==> config.mk <==
export PLATFORM = sky130hd
export DESIGN_NAME = moldudp64_hdr_tx
export DESIGN_NICKNAME = d
export VERILOG_FILES = /design/src/rtl/moldudp64_pkg.sv /design/src/rtl/endian_flip.sv /design/src/rtl/moldudp64_hdr_tx.sv
export SDC_FILE = /design/constraint.sdc
export NUM_CORES = 1
export LEC_CHECK = 0
export BUFFER_PORTS_ARGS = -buffer_cell sky130_fd_sc_hd__buf_2
export CORE_AREA = 2 2 131 133
export DETAILED_ROUTE_END_ITERATION = 6
export DIE_AREA = 0 0 133 135
export GPL_TIMING_DRIVEN = 0
export PLACE_DENSITY = 0.84
export SKIP_CTS_REPAIR_TIMING = 1
export SYNTH_ARGS = -nofsm -noshare
export SYNTH_HDL_FRONTEND = slang
export SYNTH_SLANG_ARGS = --single-unit
==> constraint.sdc <==
create_clock -name clk -period 2.16 [get_ports clk]
set_clock_uncertainty 0.2 [all_clocks]
set_input_delay 0.648 -clock clk [delete_from_list [all_inputs] [get_ports clk]]
set_output_delay 0.648 -clock clk [all_outputs]
set_load 0.005 [all_outputs]
==> src/rtl/moldudp64_pkg.sv <==
// moldudp64_pkg: shared MoldUDP64 header widths, FSM state type and lane constants.
package moldudp64_pkg;
    localparam int SID_W     = 80;
    localparam int SEQ_W     = 64;
    localparam int CNT_W     = 16;
    localparam int HDR_BYTES = 20;
    localparam logic [7:0] KEEP_LAST = 8'h0F;
    typedef enum logic [1:0] {IDLE, B0, B1, B2} hdr_state_t;
endpackage

==> src/rtl/endian_flip.sv <==
// endian_flip: reverses the byte order of a B-byte word (host <-> network order).
module endian_flip #(
    parameter int B = 2
) (
    input  logic [8*B-1:0] i_data,
    output logic [8*B-1:0] o_data
);
    for (genvar i = 0; i < B; i++) begin : g_byte
        assign o_data[8*i +: 8] = i_data[8*(B-1-i) +: 8];
    end
endmodule

==> src/rtl/moldudp64_hdr_tx.sv <==
// moldudp64_hdr_tx: latches a MoldUDP64 header on start and streams it big-endian as three 64-bit beats.
module moldudp64_hdr_tx
    import moldudp64_pkg::*;
(
    input  logic             clk,
    input  logic             nreset,
    input  logic             start_i,
    output logic             ready_o,
    input  logic [SID_W-1:0] sid_i,
    input  logic [SEQ_W-1:0] seq_i,
    input  logic [CNT_W-1:0] cnt_i,
    output logic             valid_o,
    input  logic             ready_i,
    output logic [63:0]      data_o,
    output logic [7:0]       keep_o,
    output logic             last_o
);
    hdr_state_t r_state, w_next;
    logic [SID_W-1:0] r_sid, w_sid_be;
    logic [SEQ_W-1:0] r_seq, w_seq_be;
    logic [CNT_W-1:0] r_cnt, w_cnt_be;
    logic [8*HDR_BYTES-1:0] w_hdr;
    logic [191:0] w_hdr_pad;
    logic w_accept;

    endian_flip #(.B(10)) u_sid (.i_data(sid_i), .o_data(w_sid_be));
    endian_flip #(.B(8))  u_seq (.i_data(seq_i), .o_data(w_seq_be));
    endian_flip #(.B(2))  u_cnt (.i_data(cnt_i), .o_data(w_cnt_be));

    // wire byte i sits at bits [8i+7:8i], so beat k is simply slice k of the padded vector
    assign w_hdr     = {r_cnt, r_seq, r_sid};
    assign w_hdr_pad = {32'd0, w_hdr};
    assign ready_o   = r_state == IDLE;
    assign valid_o   = ~ready_o;
    assign w_accept  = start_i & ready_o;

    always_ff @(posedge clk or negedge nreset) begin
        if (!nreset) begin
            r_state <= IDLE;
            r_sid   <= '0;
            r_seq   <= '0;
            r_cnt   <= '0;
        end else begin
            r_state <= w_next;
            if (w_accept) begin
                r_sid <= w_sid_be;
                r_seq <= w_seq_be;
                r_cnt <= w_cnt_be;
            end
        end
    end

    always_comb begin
        w_next = r_state;
        data_o = '0;
        keep_o = '0;
        last_o = 1'b0;
        case (r_state)
            IDLE: w_next = start_i ? B0 : IDLE;
            B0: begin
                w_next = ready_i ? B1 : B0;
                data_o = w_hdr_pad[63:0];
                keep_o = 8'hFF;
            end
            B1: begin
                w_next = ready_i ? B2 : B1;
                data_o = w_hdr_pad[127:64];
                keep_o = 8'hFF;
            end
            B2: begin
                w_next = ready_i ? IDLE : B2;
                data_o = w_hdr_pad[191:128];
                keep_o = KEEP_LAST;
                last_o = 1'b1;
            end
        endcase
    end
endmodule

==> results of run 1 <==
metrics by stage:
stage	setup TNS, ps	instances
floorplan	0	517
global placement	-379250	975
detailed placement	-27720	976
CTS	-60550	1008
global route	-42580	1011
finish	-37200	1011
sequential cells by signal, summed over array words and instances (netlist names):
name / cells
r_sid: 80
r_seq: 64
r_cnt: 16
r_state: 2
critical path, stage by stage, from the launching register on:
cell and delay [ps]:
sky130_fd_sc_hd__dfrtp_2 480, sky130_fd_sc_hd__ha_4 210, sky130_fd_sc_hd__buf_4 190, sky130_fd_sc_hd__a222oi_1 370, sky130_fd_sc_hd__nor2_1 120, sky130_fd_sc_hd__buf_2 150
worst max path at each step:
stage                     cells past startpoint    endpoint
final                                         5  data_o[12]
after global routing                          7   data_o[1]
after CTS                                     7  data_o[18]
after detailed placement                      7  data_o[18]
after global placement                        1    r_sid[7]
after floorplan                               6  data_o[11]
power by group:
part / total [W] / switching, W / leakage [nW] / internal [W]
registers: 0.00559 / 0.000980 / 1.90 / 0.00461
logic: 0.00688 / 0.00295 / 2.76 / 0.00393
clock network: 0.00308 / 0.00134 / 0.283 / 0.00174
total: 0.0156 / 0.00527 / 4.94 / 0.0103
final cells by class:
cell class | instances | share of cell area
Multi-Input combinational cell | 301 | 0.323
Buffer | 47 | 0.0453
Clock buffer | 18 | 0.0436
Clock inverter | 14 | 0.0174
Tap cell | 220 | 0.0279
Inverter | 5 | 0.00216
Timing Repair Buffer | 244 | 0.129
Sequential cell | 162 | 0.412
cell families (layout without fill, tap and decap cells):
| kind of cell | count (synthesis) | count (layout) | synth area share |
|---|---|---|---|
| compound gates | 66 | 66 | 0.0770 |
| fa+ha+maj | 7 | 7 | 0.0118 |
| buf+inv | 54 | 328 | 0.0432 |
| flops | 162 | 162 | 0.545 |
| mux | 161 | 161 | 0.288 |
| simple gates | 67 | 67 | 0.0346 |
synthesized netlist by cell type:
| library cell | count | area share |
|---|---|---|
| sky130_fd_sc_hd__mux2i_1 | 1 | 0.0013 |
| sky130_fd_sc_hd__clkbuf_1 | 14 | 0.0071 |
| sky130_fd_sc_hd__nor2b_1 | 1 | 0.00084 |
| sky130_fd_sc_hd__mux2_4 | 89 | 0.18 |
| sky130_fd_sc_hd__inv_1 | 5 | 0.0025 |
| sky130_fd_sc_hd__dfrtp_1 | 162 | 0.54 |
| sky130_fd_sc_hd__mux2_2 | 71 | 0.11 |
| sky130_fd_sc_hd__a21oi_1 | 1 | 0.00067 |
| sky130_fd_sc_hd__buf_4 | 6 | 0.0061 |
| sky130_fd_sc_hd__a22oi_1 | 32 | 0.032 |
| sky130_fd_sc_hd__buf_2 | 17 | 0.011 |
| sky130_fd_sc_hd__o31ai_1 | 1 | 0.0010 |
| sky130_fd_sc_hd__ha_1 | 7 | 0.012 |
| sky130_fd_sc_hd__buf_6 | 10 | 0.015 |
| sky130_fd_sc_hd__nor3_1 | 1 | 0.00067 |
| sky130_fd_sc_hd__nand2_2 | 1 | 0.00084 |
| sky130_fd_sc_hd__nor2_1 | 64 | 0.032 |
| sky130_fd_sc_hd__buf_1 | 2 | 0.0010 |
| sky130_fd_sc_hd__a222oi_1 | 32 | 0.043 |
layer usage:
layer	GRT usage	wire, µm	up-vias
met3	0.0574	1590	29
li1	-	-	2413
met4	0.0735	375	0
met5	0	0	-
met2	0.372	9900	264
met1	0.294	8600	2714
==> metrics list, run 1 <==
- Cell area after synthesis: 7440 µm²
- Library cells used by synthesis: 19
- Leading cell types in the layout, fill and taps excluded: 245 x sky130_fd_sc_hd__buf_2, 160 x sky130_fd_sc_hd__dfrtp_1, 89 x sky130_fd_sc_hd__mux2_4
* Worst ir drop on vdd: 0.629 mV
- In this run the mean area of a mapped cell was between 10 and 15 µm².
- After detailed routing, the total wire length is roughly 20000 µm.
- Once layout is complete, the utilization of the core stands at 0.601.
- The critical path starts at r_state[0].
* Fill cell instance count of the final layout: between 1000 and 1500
- In the post-route analysis, the smallest setup slack over all paths is -631 ps.
- DRC viols: 0
- By startpoint and endpoint, the worst setup path is classified as register to primary output.
* Sequential cell area: just over 4000 µm²
- Violations in the final reports: hold timing, setup timing
* Max-slew violation count: 0
- Final Net Count: 949
- During I/O placement, the number of pins put on the boundary was 239.
* Total of warnings raised by yosys: 0
- The H-tree was split into 4 levels.
- Final setup violation count: 75
- Clock latency on the worst-skew pair: around 420 ps
- The run finished, with violations left.
- Slew headroom: 0.603
* Count of state elements after synthesis: between 150 and 200
- Unrepaired setup endpoints after global routing: true
- The die is 135 µm tall.
- Routed length per placed instance: about 20 µm
- Across all register-to-register paths, the minimum setup slack is about 100 ps.
* Longest Clk Path Bufs: 2
* Wire length of the first global-routing pass: between 30000 and 40000 µm
- Power spread over the standard cell area amounts to between 1500 and 2000 nW/µm².
* Leak pwr: between 4 and 5 nW
- Summing all multi-input logic gate instances after layout gives between 3000 and 4000 µm².
- WP data required: 1310 ps
- Growth of design area from synthesis to finish: 32.4%
- For this block, the initial DRC count from the detailed router was about 370.
- At the worst endpoint, the arrival time is between 1500 and 2000 ps.
- The detail route stage leaves a number of antenna-violating nets equal to 0.
- Clock tree from TritonCTS: done
- Initial antenna violation count: 0
* Vias after detailed routing: ~5400
* Final critical-path required period: ~2800 ps
- Die Area: about 18000 µm²
* Critical R2R Launch: r_state[0]
- Pin count of the biggest net entering global routing: 90
- Final Hold Fails: 10
* Per-cell via count in the routed design: ~5.4
* Count of input and output buffers: ~240
- Capturing element type of the critical path: primary output
* Die span in x: 133 µm
- In the final layout, the share of cells above drive strength 1 is 0.640.
* Overflow left after global routing: 0
* TritonCTS buffer count: 17
- Initial core utilization: 0.453
- Crit path max fanout: 10
- Placed wire-length estimate after detailed placement: roughly 14000 µm
- Row generation in the floorplan step produced 47 rows.
- Worst-case setup slack after placement: -526 ps
- Final worst-path cycle share: 1.29
* Peak clock frequency supported by timing: approximately 360 MHz
- Cells on worst reg2reg path: 7
* Most common library cell in the layout ignoring fill and taps: sky130_fd_sc_hd__buf_2
* Post-Syn Nets: between 600 and 700
- After floorplanning, the core was sized to cover 16400 µm².
* Number of antenna cells inserted: 0
* Kind of start point of the critical path: register
* Reg2Reg Capture Point: r_sid[10]
- CTS placed an instance of sky130_fd_sc_hd__clkbuf_16 at the clock tree root.
- In the global route stage, overall resource usage came out at 0.226.
* Total Power: between 0.015 and 0.02 W
* Worst hold path type: input pin to asynchronous set/reset pin
- Summing all non-filler instances in the final layout gives an area of 9850 µm².
- Number of clock sinks seen by CTS: approximately 160
- Max-cap violations in this run came to 0.
- Counting every instance in the synthesized netlist gives roughly 520.
- For the pin with the worst max-slew slack, the measured transition is between 500 and 600 ps.
- Placer Congestion: between 0.7 and 0.8
* Cell area after placement: approximately 9000 µm²
* CTS clock-pin slew for the worst setup and hold paths: around 70 ps
* Smallest hold slack: -24.8 ps
- Portion of the post-synthesis area used by sequential elements: 0.545
- The first detailed-routing pass ran for 7 iterations.
- Via count of the first global-routing pass: approximately 5700
Note: power is estimated with default switching activity, not from simulation.
==> run 2, diff against run 1 <==
--- a/config.mk
+++ b/config.mk
@@ -5,12 +5,12 @@
 export SDC_FILE = /design/constraint.sdc
 export NUM_CORES = 1
 export LEC_CHECK = 0
-export BUFFER_PORTS_ARGS = -buffer_cell sky130_fd_sc_hd__buf_2
-export CORE_AREA = 2 2 131 133
+export CORE_AREA = 2 2 118 120
 export DETAILED_ROUTE_END_ITERATION = 6
-export DIE_AREA = 0 0 133 135
+export DIE_AREA = 0 0 120 122
+export DONT_BUFFER_PORTS = 1
 export GPL_TIMING_DRIVEN = 0
-export PLACE_DENSITY = 0.84
+export PLACE_DENSITY = 0.83
 export SKIP_CTS_REPAIR_TIMING = 1
 export SYNTH_ARGS = -nofsm -noshare
 export SYNTH_HDL_FRONTEND = slang
==> metrics list, run 2 (same netlist as run 1, synthesis figures left out) <==
* Run status: finished with violations
* Violations in the final reports: hold timing, setup timing
* Most common library cell in the layout ignoring fill and taps: sky130_fd_sc_hd__dfrtp_1
* Overflow left after global routing: 0 (unchanged)
- The number of buffers added by the clock tree synthesis step is 17 (unchanged).
- The die boundary width is 120 µm (-9.8%).
- Final worst setup slack: -507 ps (+123 ps)
- Iteration-0 DRC Markers: 405 (+9.8%)
* Worst Tran Pin Value: 377 ps (-218 ps)
- The number of placed instances, taps included came to 697 (-29%).
* Floorplan die height: 122 µm (-9.6%)
- The number of hold violations in the final report came to 162 (+152).
- Largest Register: r_sid
- Final worst-path cycle share: 1.23 (-0.0571)
* Power Density: 1740 nW/µm² (+10%)
* Reg-to-reg slack, setup: 70 ps (-30 ps)
* Placer Congestion: 0.827 (+7.6%)
- The worst register-to-register path begins at r_state[0].
* Pin count of the biggest net entering global routing: 163 (+81%)
- Setup repair after global routing could not meet its margin everywhere.
* Kind of start point of the critical path: register
* Total Power: 0.0156 W (+0.16%)
- The count of non-filler cells in the finished layout is 741 (-27%).
- The area growth from synthesis to layout is 20.3%.
- WP data required: 1310 ps (about the same)
- The number of H-tree branching levels is 4 (unchanged).
* Number of antenna cells inserted: 0 (unchanged)
* Cell with the most instances on the worst path: sky130_fd_sc_hd__buf_6
* Count of TritonRoute iterations in the first routing pass: 6 (-1)
- The I/O pin total was 239 (unchanged).
* Share of final-layout standard cells stronger than drive strength 1: 0.578 (-0.0622)
- The headroom to the max-slew limit came to 0.749 (+0.146).
* Via count of the first global-routing pass: 4934 (-13%)
* Crit path max fanout: 10 (unchanged)
* Final setup violation count: 72 (-4.0%)
* Vias after detailed routing: 4682 (-14%)
* Worst hold path type: input pin to asynchronous set/reset pin
* Max-cap check violation count: 0 (unchanged)
- Die Area: 14600 µm² (-18%)
- WP data arrival: 1820 ps (-120 ps)
- The clock latency reported for the late side of the worst-skew pair is 410 ps (about the same).
- TritonCTS built the clock tree.
- Area inside the core boundary: 13500 µm² (-18%)
* Routed length per placed instance: 27.3 µm (+35%)
* Cells on worst reg2reg path: 7 (unchanged)
- Smallest hold slack: -273 ps (-248 ps)
- The largest stage delay on the critical path is 460 ps (-20 ps).
* Root Buffer Master: sky130_fd_sc_hd__clkbuf_16
- The overall global routing resource usage is 0.259 (+0.0329).
- The ratio of routed vias to standard cells came to 6.32 (+18%).
* Reg2Reg Capture Point: r_sid[57]
- The count of pins over their slew limit is 0 (unchanged).
- The count of buffers inserted at the top-level ports came to 0 (-100%).
- The final critical path time including I/O delays and setup came to 2670 ps (-123 ps).
- In the final layout, the registers with the most flip-flops are r_sid x80, r_seq x64, r_cnt x16.
- Leaving out fill and tap cells, the most frequent cells in the layout are 160 x sky130_fd_sc_hd__dfrtp_1, 89 x sky130_fd_sc_hd__mux2_4, 71 x sky130_fd_sc_hd__mux2_2.
* Max FFs per register: 80 (unchanged)
- Final ANT Viol Nets: 0 (unchanged)
* List of cells traversed by the critical path: buf_6, ha_4, buf_6, a222oi_1, nor2_1
- The CTS sink count is 162 (unchanged).
- The initial standard-cell utilization of the core was 0.551 (+0.0975).
- Initial antenna violation count: 0 (unchanged)
- Critical path start-end classification: register to primary output
* Placed wire-length estimate after detailed placement: 13400 µm (-6.3%)
- The number of DRC violations after detailed routing was 0 (unchanged).
* Longest Clk Path Bufs: 2 (unchanged)
- Peak clock frequency supported by timing: 375 MHz (+4.6%)
- The final-layout fill cell count came to 923 (-26%).
* Wire length of the first global-routing pass: 28300 µm (-8.7%)
- The post-layout net count was 719 (-24%).
- Total Routed Length: 20300 µm (-1.0%)
* Worst path slowest cell: sky130_fd_sc_hd__dfrtp_2
- The worst setup path is captured at a primary output.
- Leak pwr: 3.99 nW (-19%)
- The peak ir drop on the vdd network was 0.901 mV (+43%).
* Std cell rows: 43 (-8.5%)
- The clock transition at the register clock pins on the worst setup and hold paths after CTS is 70 ps (about the same).
## run 2: per-stage QoR
stage / TNS (ps) / util / setup slack [ps] / instance area [µm²]
final: -28770 / 0.663 / -507 / 8950
after global routing: -33910 / 0.663 / -585 / 8950
after CTS: -62510 / 0.610 / -963 / 8240
after detailed placement: -29360 / 0.569 / -512 / 7680
after global placement: -23330 / 0.569 / -474 / 7680
after floorplan: 0 / - / 10.9 / 7450
## run 2: cell type report
class / instances / area (µm²) / area share
buffer: 47 / 503 / 0.0562
clock buffer: 18 / 439 / 0.0491
clock inverter: 14 / 128 / 0.0143
inverter: 5 / 23.8 / 0.00266
multi-input combinational: 301 / 3370 / 0.377
sequential: 162 / 4060 / 0.453
tap: 180 / 225 / 0.0252
timing repair buffer: 14 / 204 / 0.0228
## run 2: worst max path at each step
stage                    start  cells past startpoint         end
global route        r_state[1]                      5  data_o[10]
detailed placement  r_state[1]                      6  data_o[14]
finish              r_state[1]                      5  data_o[10]
CTS                 r_state[1]                      6  data_o[14]
floorplan           r_state[0]                      6  data_o[11]
global placement    r_state[1]                      6  data_o[10]
## run 2: critical path: cells and delay by family, from the launching register on
family                   cells  cell delay (ps)
flip-flops                   1              460
AO/OA/AOI/OAI                1              340
buffers and inverters        2              300
adder cells (fa/ha/maj)      1              180
AND/OR/NAND/NOR              1              130
## run 2: per-layer routing
metal	vias up	track usage	wire length (µm)
li1	1955	-	-
met3	38	0.0964	2110
met1	2418	0.296	7340
met4	0	0.101	488
met5	-	0	0
met2	271	0.442	10300
## run 2: power by group
group,total (W),internal (W),switching [W]
Clock,0.00288,0.00163,0.00125
Combinational,0.00697,0.00388,0.00309
Sequential,0.00572,0.00461,0.00111
